File: config.mk
export PLATFORM = sky130hd
export DESIGN_NAME = vector_store_unit
export DESIGN_NICKNAME = d
export VERILOG_FILES = /design/src/rtl/vector_pkg.sv /design/src/rtl/vstore_next_lane.sv /design/src/rtl/vector_store_unit.sv
export SDC_FILE = /design/constraint.sdc
export NUM_CORES = 1
export LEC_CHECK = 0
export ABC_AREA = 1
export BUFFER_PORTS_ARGS = -buffer_cell sky130_fd_sc_hd__buf_2
export CORE_UTILIZATION = 47
export CTS_CLUSTER_DIAMETER = 100
export DETAILED_ROUTE_END_ITERATION = 10
export PLACE_DENSITY = 0.79
export SYNTH_ARGS = -nofsm -noshare
export SYNTH_HDL_FRONTEND = slang
export SYNTH_SLANG_ARGS = --single-unit
File: constraint.sdc
create_clock -name clk -period 6.05 [get_ports clk]
set_input_delay 1.21 -clock clk [delete_from_list [all_inputs] [get_ports clk]]
set_output_delay 1.21 -clock clk [all_outputs]
set_load 0.05 [all_outputs]
File: src/rtl/vector_pkg.sv
// Shared constants and types for the vector store path.
package vector_pkg;

    localparam int unsigned S         = 32;
    localparam int unsigned LANES     = 6;
    localparam int unsigned V         = LANES * S;
    localparam int unsigned ADDR_STEP = 4;
    localparam int unsigned IDX_W     = $clog2(LANES);

    typedef logic [S-1:0]     lane_t;
    typedef logic [IDX_W-1:0] lane_idx_t;

    typedef enum logic [1:0] {
        IDLE,
        WRITE,
        DONE
    } vst_state_t;

endpackage

File: src/rtl/vstore_next_lane.sv
// Priority finder: lowest enabled lane at or after from_idx, with a flag when none remain.
module vstore_next_lane
    import vector_pkg::*;
(
    input  logic [LANES-1:0] mask,
    input  lane_idx_t        from_idx,
    output lane_idx_t        next_idx,
    output logic             none_left
);

    // Scanning from the top down lets the lowest qualifying lane win.
    always_comb begin
        next_idx  = '0;
        none_left = 1'b1;
        for (int i = LANES - 1; i >= 0; i--) begin
            if (mask[i] && (i >= int'(from_idx))) begin
                next_idx  = lane_idx_t'(i);
                none_left = 1'b0;
            end
        end
    end

endmodule

File: src/rtl/vector_store_unit.sv
// Captures a 6-lane vector and serializes it onto a 32-bit write port.
// Optional lane skipping is enabled by defining VSTORE_MASK_EN.
module vector_store_unit
    import vector_pkg::*;
(
    input  logic             clk,
    input  logic             rst,
    input  logic             start,
    input  logic [31:0]      base_addr,
    input  logic [V-1:0]     data_in,
`ifdef VSTORE_MASK_EN
    input  logic [LANES-1:0] lane_mask,
`endif
    output logic             busy,
    output logic             done,
    output logic             mem_we,
    output logic [31:0]      mem_addr,
    output logic [S-1:0]     mem_wdata,
    input  logic             mem_ready
);

    vst_state_t       state_q, state_d;
    lane_idx_t        idx_q, idx_d;
    logic [LANES-1:0] mask_q, mask_d;
    logic [31:0]      base_q, base_d;
    logic [V-1:0]     data_q, data_d;

    logic [LANES-1:0] mask_in;
    logic [LANES-1:0] find_mask;
    lane_idx_t        find_from;
    lane_idx_t        find_next;
    logic             find_none;

`ifdef VSTORE_MASK_EN
    assign mask_in = lane_mask;
`else
    assign mask_in = '1;
`endif

    vstore_next_lane u_next_lane (
        .mask      (find_mask),
        .from_idx  (find_from),
        .next_idx  (find_next),
        .none_left (find_none)
    );

    // In IDLE the finder looks at the incoming mask from lane 0; in WRITE it
    // looks past the current lane so the following beat is ready on acceptance.
    always_comb begin
        state_d   = state_q;
        idx_d     = idx_q;
        mask_d    = mask_q;
        base_d    = base_q;
        data_d    = data_q;
        find_mask = mask_q;
        find_from = lane_idx_t'(idx_q + lane_idx_t'(1));

        case (state_q)
            IDLE: begin
                find_mask = mask_in;
                find_from = '0;
                if (start) begin
                    data_d  = data_in;
                    base_d  = base_addr;
                    mask_d  = mask_in;
                    idx_d   = find_next;
                    state_d = find_none ? DONE : WRITE;
                end
            end
            WRITE: begin
                if (mem_ready) begin
                    if (find_none) begin
                        state_d = DONE;
                    end else begin
                        idx_d = find_next;
                    end
                end
            end
            DONE: begin
                idx_d   = '0;
                state_d = IDLE;
            end
            default: begin
                idx_d   = '0;
                state_d = IDLE;
            end
        endcase
    end

    always_ff @(posedge clk) begin
        if (rst) begin
            state_q <= IDLE;
            idx_q   <= '0;
            mask_q  <= '0;
        end else begin
            state_q <= state_d;
            idx_q   <= idx_d;
            mask_q  <= mask_d;
        end
    end

    // Payload registers carry no reset; the bus outputs are gated by state.
    always_ff @(posedge clk) begin
        base_q <= base_d;
        data_q <= data_d;
    end

    assign busy      = (state_q != IDLE);
    assign done      = (state_q == DONE);
    assign mem_we    = (state_q == WRITE);
    assign mem_addr  = mem_we ? (base_q + 32'(idx_q) * ADDR_STEP) : 32'd0;
    assign mem_wdata = mem_we ? data_q[int'(idx_q) * S +: S] : '0;

endmodule

---- Word-level counts from Yosys, hierarchy flattened ----
Cells that the tools add are included.
storage, ports and cells
  flip-flop bits (word level) ............. 230
  output and inout bits ................... 67
operators by class
  $add $sub $neg .......................... 2
  $lt $le $gt $ge ......................... 6
  eq/ne operators ......................... 6
  shift operators ......................... 1
  mux-type cells .......................... 25
  reductions and logical operators ........ 11
operator list
  cell                   count
  $shiftx A192 B9 Y32    1
  $mux W32               2
  $add A32 B5 Y32        1
  $mux W3                10
  $mux W2                4
  $ge A1 B3 Y1 const A   2
  $ge A2 B3 Y1 const A   2
  $ge A3 B3 Y1 const A   2
  $logic_and A1 B1 Y1    6
  $mux W1                6
  $mux W6                1
  $pmux W3 S2            1
  $reduce_and A3 Y1      2
  $ne A2 B1 Y1 const B   2
  $ne A2 B2 Y1 const B   2
  $pmux W2 S2            1
  $add A3 B1 Y3 const B  1
  $eq A2 B1 Y1 const B   1
  $eq A2 B2 Y1 const B   1
  $logic_not A2 Y1       1
  $reduce_and A2 Y1      1
  $reduce_bool A2 Y1     1

---- Logic depth before layout (Yosys ltp) ----
  depth in word-level cells ............... 13
  mapped depth ............................ 12
  mapped depth without buffers ............ 12

---- Cells and area by module ----
From an unflattened synthesis, not the netlist that was laid out.
unflattened totals
  cell total of the unflattened synthesis .. 859
  area total of the unflattened synthesis .. 9939.5 µm²
modules (own cells, without submodules)
  module             times used  cells an instance  area an instance (µm²)  sequential area each (µm²)
  vector_store_unit  1           836                9831.9                  6846.6
  vstore_next_lane   1           23                 107.6                   0.0

---- Least setup slack after synthesis ----
Ideal clock, no wire load.
  path kind ............................... input -> register
  from .................................... input start
  to ...................................... register base_q[0] (enable)
  library setup time ...................... 0.576 ns
  data arrival time ....................... 5.623 ns
  required time ........................... 5.474 ns
  setup slack ............................. -0.149 ns
  cell stages on the path ................. 2
  path through ............................ nand2_1 inv_1
on the way
  word-level cells in the longest chain between the ends .. 1
ends and longest elaborated chain
  what                         RTL line                  RTL
  start: declaration           vector_store_unit.sv:8    input logic start,
  $reduce_and A2 Y1 (no line)  -
  end signal: assignment       vector_store_unit.sv:104  base_q <= base_d;
  end: declaration             vector_store_unit.sv:25   logic [31:0] base_q, base_d;
Every way passes these cells.
A chain may end at the register's enable or synchronous reset.

---- Worst setup path in the final report ----
  from .................................... register idx_q[0]
  to ...................................... output mem_wdata[0]
on the way
  word-level cells in the longest chain between the ends .. 2
ends and longest elaborated chain
  what                      RTL line                  RTL
  start: declaration        vector_store_unit.sv:23   lane_idx_t idx_q, idx_d;
  start signal: assignment  vector_store_unit.sv:97   idx_q <= idx_d;
  $shiftx A192 B9 Y32       vector_store_unit.sv:112  assign mem_wdata = mem_we ? data_q[int'(idx_q) * S +: S] : '0;
  $mux W32                  vector_store_unit.sv:112
  end: declaration          vector_store_unit.sv:18   output logic [S-1:0] mem_wdata,
Every way passes these cells.

==> metrics.yaml <==
cts_hold_buffers: 0
layout_commonest_cell: "buf_2"
intPower_mw: 2.95
yosys_warnings: 0
skew_ns: 0.0249
yosys-top-cells-area: "edfxtp_1, nor2_1, nand2_1"
hold_viol: 0
die_area_mm2: 0.0215
power.density_mw_per_mm2: 331
syn_nets: 1095
layout_common_cells: "buf_2, edfxtp_1, nor2_1"
hpwl_um: 16600
drt_wl_total_um: 24400
synth_cells: 862
hp-class: "reg2reg"
grtUsageMet3: 0.0503
slew_viol_final: 0
grt_pass1_vias: 7129
drt-initial-drc-count: 573
cp_max_fo: 72
p_switching_mw: 1.13
cts_made_buffers: 26
grt.total_usage: 0.222
port_buffers: 294
path_class: "reg2out"
switching_share: 0.278
fin_nets: 1382
grt_first_pass_wirelength_um: 36800
synth.largest_area_cell: "edfxtp_1"
gp_congestion: 0.960
overflow: 0
rows: 52
area_growth_pct: 25.4
synth_cell_type_count: 30
clock_path_buffers: 3
crit_required_ns: 4.84
drtPass1Iterations: 5
die_x_um: 147
fp.coreArea_mm2: 0.0204
min_period_ns: 4.09
setup_slack_ns: 1.96
max_freq_mhz: 245
power_frac_comb: 0.157
rsz0062_at_grt: "no"
boundaryPins: 295
leakagePower_nw: 5.04
clock_sinks: 230
worst_setup_path_end_kind: "primary output"
ant_nets: 0
max-slew-margin-rel: 0.280
die_y_um: 147
syn-cell-area_mm2: 0.00984
synth.ff_latch_count: 230
vdd_drop_max_uv: 291
use_met2: 0.387
pre_cts_slack_ns: 2.49
drc: 0
clock_power_share: 0.367
clock_latency_ns: 0.54
antenna_found_initial: 6
cts_resized: 0
fin_setup_tns_ns: 0
via_count: 7467
tightest_slew_ns: 1.08
start_util: 0.483
setup_viol: 0
worstPathArrival_ns: 2.88
grt-busiest-layer: "met2"
vias_per_cell: 5.17
cts_max_level: 1
maxCapViolCount: 0
seqPwrFrac: 0.475
cts_tree: "yes"
run_status: "finished clean"
synth.top_cell.area_share: 0.684
syn_area_per_cell_um2: 11.4
met1_usage: 0.266
cts_setup_buffers: 0
grt_max_degree: 141
start_kind: "flip-flop"
whs_ns: 0.515
drive_above_1_share: 0.311
fin_crit_sh: 0.676
yosysSeqAreaShare: 0.696
avgRoutedWirePerCell_um: 16.9
cts_root_buffer: "clkbuf_16"
path_clk_slew_ns: 0.05
## cells by family after synthesis
logic type | synth area share
buffers and inverters | 0.0388
and+or+nand+nor | 0.134
xor gates and xnor gates | 0.00445
adders and majority gates | 0.00712
DFF | 0.696
AOI/OAI and AO/OA | 0.119
## worst max-delay path, cell delays in order (launching register included)
cell,delay (ns)
dfxtp_4,0.54
buf_4,0.65
nor2_1,0.11
nor2_1,0.10
o21ai_0,0.16
o21ai_1,0.16
nand2_1,0.06
a21oi_1,0.19
buf_2,0.31
## sequential cells by signal, indices dropped and copies added (netlist names)
| name | count |
|---|---|
| state_q | 2 |
| base_q | 32 |
| mask_q | 1 |
| data_q | 192 |
| idx_q | 3 |
## power groups by stage
stage	sequential [mW]	combinational (mW)	clock [mW]
global placement	1.97	0.633	0
CTS	1.94	0.645	1.53
finish	1.94	0.644	1.50
floorplan	1.97	0.457	0
global route	1.95	0.694	1.59
detailed placement	1.97	0.643	0
## path summary, 6_finish.rpt
kind	start	end	slack, ns	cells past startpoint
setup / recovery	idx_q[0]	mem_wdata[0]	1.96	8
hold / removal	mask_q[0]	mask_q[0]	0.52	2
setup reg to reg	idx_q[0]	idx_q[2]	3.65	11
hold reg to reg	mask_q[0]	mask_q[0]	0.52	2
## stage by stage
| step | util | area [um2] | std cells | power (mW) |
|---|---|---|---|---|
| after global routing | 0.606 | 12300 | 1444 | 4.24 |
| final | 0.606 | 12300 | 1444 | 4.09 |
| after detailed placement | 0.564 | 11500 | 1391 | 2.62 |
| after floorplan | - | 9840 | 862 | 2.42 |
| after global placement | 0.564 | 11500 | 1391 | 2.60 |
| after CTS | 0.605 | 12300 | 1439 | 4.12 |
## Yosys cell counts, drive strengths merged
cell    number
dfxtp        6
clkbuf      12
nand3       23
nand2      122
xor2         3
nand4        2
nor2       166
edfxtp     224
o21ai      138
inv         41
fa           1
buf         29
a21oi       48
ha           4
o21a        32
xnor2        2
nor3         9
## final cells by class
cell class,count,area (um2)
diodes,5,12.5
clock buffers,31,669
clock inverters,17,166
fillers,1629,8030
inverters,41,160
multi-input cells,550,2610
flip-flops and latches,230,6850
well taps,270,338
repair buffers,300,1530
## metal layers
layer	wire (um)	vias to the layer above
met5	10	-
met4	822	2
met3	2020	61
met2	12200	364
met1	9290	3438
li1	-	3602
(Power assumes the default switching activity.)
